### src/rtl/gemm_result_writeback.sv
// -----------------------------------------------------------------------------
// gemm_result_writeback
//
// Purpose:
//   Collects output tiles produced by the GeMM controller / MAC array, buffers
//   them in a small FIFO and writes them to the C SRAM through a req/gnt port.
//   Each tile is tagged on entry with its SRAM address: the base address
//   latched at job start plus a running tile index (row-major, m outer,
//   n inner). A one-cycle wb_done_o pulse is raised once the controller has
//   signalled job end and every buffered tile has been written.
//
// Ports:
//   clk_i, rst_ni     clock, asynchronous active-low reset
//   clear_i           start of a new job: flush FIFO, zero index, clear flags,
//                     latch base_addr_i
//   job_done_i        controller done pulse (last tile may come in same cycle)
//   result_valid_i    single-cycle tile valid, no upstream backpressure
//   result_data_i     tile payload
//   base_addr_i       C base address, sampled on clear_i
//   sram_req_o        write request (FIFO not empty)
//   sram_gnt_i        grant; a write completes on req && gnt
//   sram_we_o         write enable, identical to sram_req_o
//   sram_addr_o       FIFO head address (0 when idle)
//   sram_wdata_o      FIFO head data (0 when idle)
//   busy_o            FSM is not IDLE
//   wb_done_o         one-cycle completion pulse
//   overflow_o        sticky: a tile was dropped or arrived after job end
//   fifo_level_o      registered FIFO occupancy
//   stall_cycles_o    cycles with req && !gnt (only with GEMM_WB_PERF_EN)
//
// Configuration:
//   GEMM_WB_PERF_EN   when defined, adds a saturating stall-cycle counter;
//                     otherwise stall_cycles_o is tied to 0.
// -----------------------------------------------------------------------------
module gemm_result_writeback #(
    parameter int unsigned AddrWidth     = 16,
    parameter int unsigned TileDataWidth = 512,
    parameter int unsigned FifoDepth     = 4
) (
    input  logic                           clk_i,
    input  logic                           rst_ni,
    input  logic                           clear_i,
    input  logic                           job_done_i,
    input  logic                           result_valid_i,
    input  logic [TileDataWidth-1:0]       result_data_i,
    input  logic [AddrWidth-1:0]           base_addr_i,
    output logic                           sram_req_o,
    input  logic                           sram_gnt_i,
    output logic                           sram_we_o,
    output logic [AddrWidth-1:0]           sram_addr_o,
    output logic [TileDataWidth-1:0]       sram_wdata_o,
    output logic                           busy_o,
    output logic                           wb_done_o,
    output logic                           overflow_o,
    output logic [$clog2(FifoDepth):0]     fifo_level_o,
    output logic [31:0]                    stall_cycles_o
);

    localparam int unsigned PtrWidth = $clog2(FifoDepth);
    localparam int unsigned LvlWidth = PtrWidth + 1;

    typedef enum logic [1:0] {
        IDLE   = 2'd0,
        ACTIVE = 2'd1,
        DRAIN  = 2'd2,
        DONE   = 2'd3
    } state_e;

    state_e                 state_q, state_d;
    logic [PtrWidth-1:0]    wr_ptr_q, wr_ptr_d;
    logic [PtrWidth-1:0]    rd_ptr_q, rd_ptr_d;
    logic [LvlWidth-1:0]    count_q, count_d;
    logic [AddrWidth-1:0]   tile_idx_q, tile_idx_d;
    logic [AddrWidth-1:0]   base_q, base_d;
    logic                   overflow_q, overflow_d;
    logic                   busy_q, busy_d;
    logic                   done_q, done_d;

    logic [AddrWidth-1:0]     fifo_addr_q [FifoDepth];
    logic [AddrWidth-1:0]     fifo_addr_d [FifoDepth];
    logic [TileDataWidth-1:0] fifo_data_q [FifoDepth];
    logic [TileDataWidth-1:0] fifo_data_d [FifoDepth];

    logic full;
    logic empty;
    logic push;
    logic pop;
    logic late_tile;
    logic drop_tile;

    // FIFO status and handshake decode. A pop frees a slot in the same cycle,
    // so a full FIFO can still accept a tile while the head is being written.
    always_comb begin
        full      = (count_q == LvlWidth'(FifoDepth));
        empty     = (count_q == '0);
        pop       = !empty && sram_gnt_i;
        push      = !clear_i && (state_q == ACTIVE) && result_valid_i && (!full || pop);
        drop_tile = !clear_i && (state_q == ACTIVE) && result_valid_i && full && !pop;
        late_tile = !clear_i && ((state_q == DRAIN) || (state_q == DONE)) && result_valid_i;
    end

    // Next-state logic for the FSM, pointers, tile index and sticky flag.
    // clear_i overrides everything: the FIFO is flushed by zeroing pointers.
    always_comb begin
        state_d    = state_q;
        wr_ptr_d   = wr_ptr_q;
        rd_ptr_d   = rd_ptr_q;
        count_d    = count_q;
        tile_idx_d = tile_idx_q;
        base_d     = base_q;
        overflow_d = overflow_q;

        if (clear_i) begin
            state_d    = ACTIVE;
            wr_ptr_d   = '0;
            rd_ptr_d   = '0;
            count_d    = '0;
            tile_idx_d = '0;
            base_d     = base_addr_i;
            overflow_d = 1'b0;
        end else begin
            if (push) begin
                wr_ptr_d   = wr_ptr_q + PtrWidth'(1);
                tile_idx_d = tile_idx_q + AddrWidth'(1);
            end
            if (pop) begin
                rd_ptr_d = rd_ptr_q + PtrWidth'(1);
            end
            count_d = count_q + LvlWidth'(push) - LvlWidth'(pop);

            if (drop_tile || late_tile) begin
                overflow_d = 1'b1;
            end

            // DRAIN looks at the registered level, so the DONE pulse lands
            // one cycle after the last write has emptied the FIFO.
            unique case (state_q)
                IDLE:    state_d = IDLE;
                ACTIVE:  if (job_done_i) state_d = DRAIN;
                DRAIN:   if (empty) state_d = DONE;
                DONE:    state_d = IDLE;
                default: state_d = IDLE;
            endcase
        end

        busy_d = (state_d != IDLE);
        done_d = (state_d == DONE);
    end

    // Control registers and registered FSM outputs.
    always_ff @(posedge clk_i or negedge rst_ni) begin
        if (!rst_ni) begin
            state_q    <= IDLE;
            wr_ptr_q   <= '0;
            rd_ptr_q   <= '0;
            count_q    <= '0;
            tile_idx_q <= '0;
            base_q     <= '0;
            overflow_q <= 1'b0;
            busy_q     <= 1'b0;
            done_q     <= 1'b0;
        end else begin
            state_q    <= state_d;
            wr_ptr_q   <= wr_ptr_d;
            rd_ptr_q   <= rd_ptr_d;
            count_q    <= count_d;
            tile_idx_q <= tile_idx_d;
            base_q     <= base_d;
            overflow_q <= overflow_d;
            busy_q     <= busy_d;
            done_q     <= done_d;
        end
    end

    // Tile storage. The address is formed at push time with the carry
    // discarded, so the index and the sum both wrap modulo 2^AddrWidth.
    always_comb begin
        fifo_addr_d = fifo_addr_q;
        fifo_data_d = fifo_data_q;
        if (push) begin
            fifo_addr_d[wr_ptr_q] = base_q + tile_idx_q;
            fifo_data_d[wr_ptr_q] = result_data_i;
        end
    end

    // Storage needs no reset: entries are only visible once count_q says so.
    always_ff @(posedge clk_i) begin
        fifo_addr_q <= fifo_addr_d;
        fifo_data_q <= fifo_data_d;
    end

    // The head is masked when empty so the write port reads as all-zero
    // whenever no request is pending, including straight out of reset.
    assign sram_req_o   = !empty;
    assign sram_we_o    = !empty;
    assign sram_addr_o  = empty ? '0 : fifo_addr_q[rd_ptr_q];
    assign sram_wdata_o = empty ? '0 : fifo_data_q[rd_ptr_q];

    assign busy_o       = busy_q;
    assign wb_done_o    = done_q;
    assign overflow_o   = overflow_q;
    assign fifo_level_o = count_q;

`ifdef GEMM_WB_PERF_EN
    logic [31:0] stall_q, stall_d;

    // Saturating count of cycles where the SRAM withholds the grant.
    always_comb begin
        stall_d = stall_q;
        if (clear_i) begin
            stall_d = '0;
        end else if (sram_req_o && !sram_gnt_i && (stall_q != 32'hFFFF_FFFF)) begin
            stall_d = stall_q + 32'd1;
        end
    end

    always_ff @(posedge clk_i or negedge rst_ni) begin
        if (!rst_ni) begin
            stall_q <= '0;
        end else begin
            stall_q <= stall_d;
        end
    end

    assign stall_cycles_o = stall_q;
`else
    assign stall_cycles_o = '0;
`endif

endmodule

### config.mk
export PLATFORM = sky130hd
export DESIGN_NAME = gemm_result_writeback
export DESIGN_NICKNAME = d
export VERILOG_FILES = /design/src/rtl/gemm_result_writeback.sv
export SDC_FILE = /design/constraint.sdc
export NUM_CORES = 2
export LEC_CHECK = 0
export CORE_UTILIZATION = 45
export DETAILED_ROUTE_END_ITERATION = 7
export GPL_TIMING_DRIVEN = 0
export PLACE_DENSITY_LB_ADDON = 0.2
export SYNTH_ARGS = -nofsm -noshare
export SYNTH_HDL_FRONTEND = slang
export SYNTH_SLANG_ARGS = --single-unit
### constraint.sdc
create_clock -name clk_i -period 12.67 [get_ports clk_i]
set_input_delay 2.534 -clock clk_i [delete_from_list [all_inputs] [get_ports clk_i]]
set_output_delay 2.534 -clock clk_i [all_outputs]
set_load 0.03 [all_outputs]
==> metrics.txt <==
area of the core=~180000 µm²; count leader, synth=edfxtp_1; PD cells=213 nW/µm²; CTS Root Cell=clkbuf_16; DRT iter0 DRCs=2912; Worst Setup End Kind=primary output; Top FF cell, synth=edfxtp_1; sequential share of the synthesized area=0.782; htree depth=4; complex-gate fraction of the synthesized area=0.00367; cells after synthesis=around 3700; # Post-CTS Setup Buffers=0; vias per inst=5.38; XOR/XNOR Fraction of Synth Area=0.00287; first-pass GRT wire length=293000 µm; Post-synth EDFFs=2112; mux contribution to synthesized area=0.147; cell count after placement=a little over 7000; Worst-Skew Late Latency=870 ps; Rows=156; Max IR drop VDD=0.155 mV; Synth top area share=0.769; Die Y=430 µm; worst slew pin tran=1210 ps; fmax=roughly 0.14 GHz; worst hold-check path type=reg2reg; Sink Count=2156; Synth Cell Area=82500 µm²; status=complete, no violations; pin count of the biggest net entering global routing=55; Final Instance Count excl. Fillers=7606; Final period util=0.546; Ports=1102; die area=185000 µm²; final net count=roughly 5600; final WL=between 200000 and 250000 µm; commonest cells in the synthesized netlist=edfxtp_1, and2_1, mux4_2, buf_4, clkbuf_1; clk slew on worst S/H paths=60 ps; clk_skew=about 44 ps; vias in the first global route=approximately 42000; Hold Fails Final Rpt=0; synthesized flop and latch total=2156; Power, Total=22.3 mW; Avg Synthesized Cell Area=22.6 µm²; slew margin rel.=0.193; Vias=40900; FFs w/ async S/R, synth=0.0204; Layout area overhead=26.9%; # Max-Cap Violations=0; crit-path max FO=10; fillcell total=13400; main combinational cell family by area after synthesis=multiplexers; Synth Area in Adders=0.00382; RSZ-0062 raised after global routing=no; CP startpoint kind=flip-flop; First-pass DRT Iterations=5; design area=about 100000 µm²; Worst Path Required=a little over 10000 ps; gp weighted congestion=about 0.80; Starting Density=0.455; leakage power=roughly 33 nW; Crit Path Class=reg2out; wire per inst=27.0 µm; hold buffers post-CTS=0; CTS Buf Count=214; hpwl dp=142000 µm; DP Area=97600 µm²; share of layout cells above drive strength 1=0.193; synth warn=0; PortBufs=1068; CTS tree=yes; CP arrival=4390 ps; Routed Antenna Nets=0; final setup fails=0; Tot GR Track Use=0.220; Overflow after GRT=0; Synth area leaders=edfxtp_1, mux4_2, and2_1; Distinct cells, synth=54; Longest Clk Path Bufs=3; DRC Markers=0; Die X=430 µm; post-CTS resize count=0; dominant cell type by area after synthesis=edfxtp_1; Synth Area in Simple Gates=0.0464; initial antenna violation count=75; fin. max-slew vios=0; final worst path period need=about 7000 ps
[layout by cell type (no fill, tap or decap), types with 6 or more instances in the layout]
master / instances
and2_1: 530
edfxtp_1: 2112
buf_2: 15
mux2_2: 18
clkinv_16: 7
nand3_1: 7
diode_2: 39
buf_1: 47
dfrtp_1: 44
clkbuf_16: 214
buf_16: 42
nor3_1: 8
bufinv_16: 21
xor2_1: 11
clkbuf_8: 6
conb_1: 32
a21oi_1: 14
clkbuf_1: 125
mux4_2: 528
inv_1: 8
ha_1: 22
clkdlybuf4s50_1: 1067
a21o_1: 6
o21ai_0: 8
xnor2_1: 16
clkinv_1: 46
clkinv_2: 33
buf_4: 83
buf_12: 7
nand2_1: 18
nor2_1: 31
[logic make-up (layout without fill, tap and decap cells)]
logic type	after synthesis	count (layout)
compound gates	46	46
xor+xnor	27	27
fa+ha+maj	24	24
buf+inv	226	1739
flops	2156	2156
mux	547	547
other cells	1	71
simple gates	626	626
[area by class of cell]
cell class                      count  area (µm²)  area share
Multi-Input combinational cell   1302       16900       0.162
Inverter                            9        33.8    0.000323
Clock buffer                      274        5640      0.0539
Clock inverter                    122        1350      0.0129
Timing Repair Buffer             1117       12000       0.114
Buffer                            217        1150      0.0110
Antenna cell                       39        97.6    0.000932
Tap cell                         2370        2970      0.0283
Sequential cell                  2156       64500       0.616
[power breakdown]
group / leakage, nW / switching [mW] / total [mW] / internal (mW)
sequential: 19.6 / 0.0456 / 8.09 / 8.05
combinational: 10.2 / 4.60 / 7.96 / 3.36
clock: 3.39 / 2.67 / 6.25 / 3.58
total: 33.3 / 7.31 / 22.3 / 15.0
[path summary, 6_finish.rpt]
path / startpoint / to / slack (ps) / depth (start not counted)
setup / recovery: fifo_level_o[1] / sram_wdata_o[191] / 5750 / 6
hold / removal: base_q[0] / base_q[0] / 520 / 1
setup reg to reg: state_q[1] / fifo_data_q[1829] / 9680 / 6
hold reg to reg: base_q[0] / base_q[0] / 520 / 1
max in group asynchronous: rst_ni / tile_idx_q[11] / 10590 / 2
min in group asynchronous: rst_ni / wb_done_o / 1560 / 1
[sequential cells by signal, indices dropped and copies added (netlist names)]
signal	flops
tile_idx_q	16
fifo_level_o	3
wr_ptr_q	2
wb_done_o	1
rd_ptr_q	2
base_q	16
overflow_o	1
state_q	2
fifo_addr_q	64
busy_o	1
fifo_data_q	2048
[metrics by stage]
stage / utilization / worst slack [ps] / TNS [ps] / hold slack (ps)
after floorplan: - / 2860 / 0 / 485
after global placement: 0.531 / -3250 / -6542340 / 506
after detailed placement: 0.538 / 6490 / 0 / 509
after CTS: 0.577 / 5550 / 0 / 522
after global routing: 0.577 / 5530 / 0 / 536
final: 0.577 / 5750 / 0 / 516
[critical path: stages (launching register included)]
cell and delay (ps):
dfrtp_1 450, or3_1 140, clkbuf_2 490, clkbuf_1 940, clkbuf_1 400, and2_1 290
clkdlybuf4s50_1 790
[per-layer routing]
metal / routed length [µm] / track usage
met1: 74700 / 0.258
met5: 246 / 0
met2: 107000 / 0.377
met3: 14600 / 0.0624
met4: 8690 / 0.0922
Note: power is estimated with default switching activity, not from simulation.
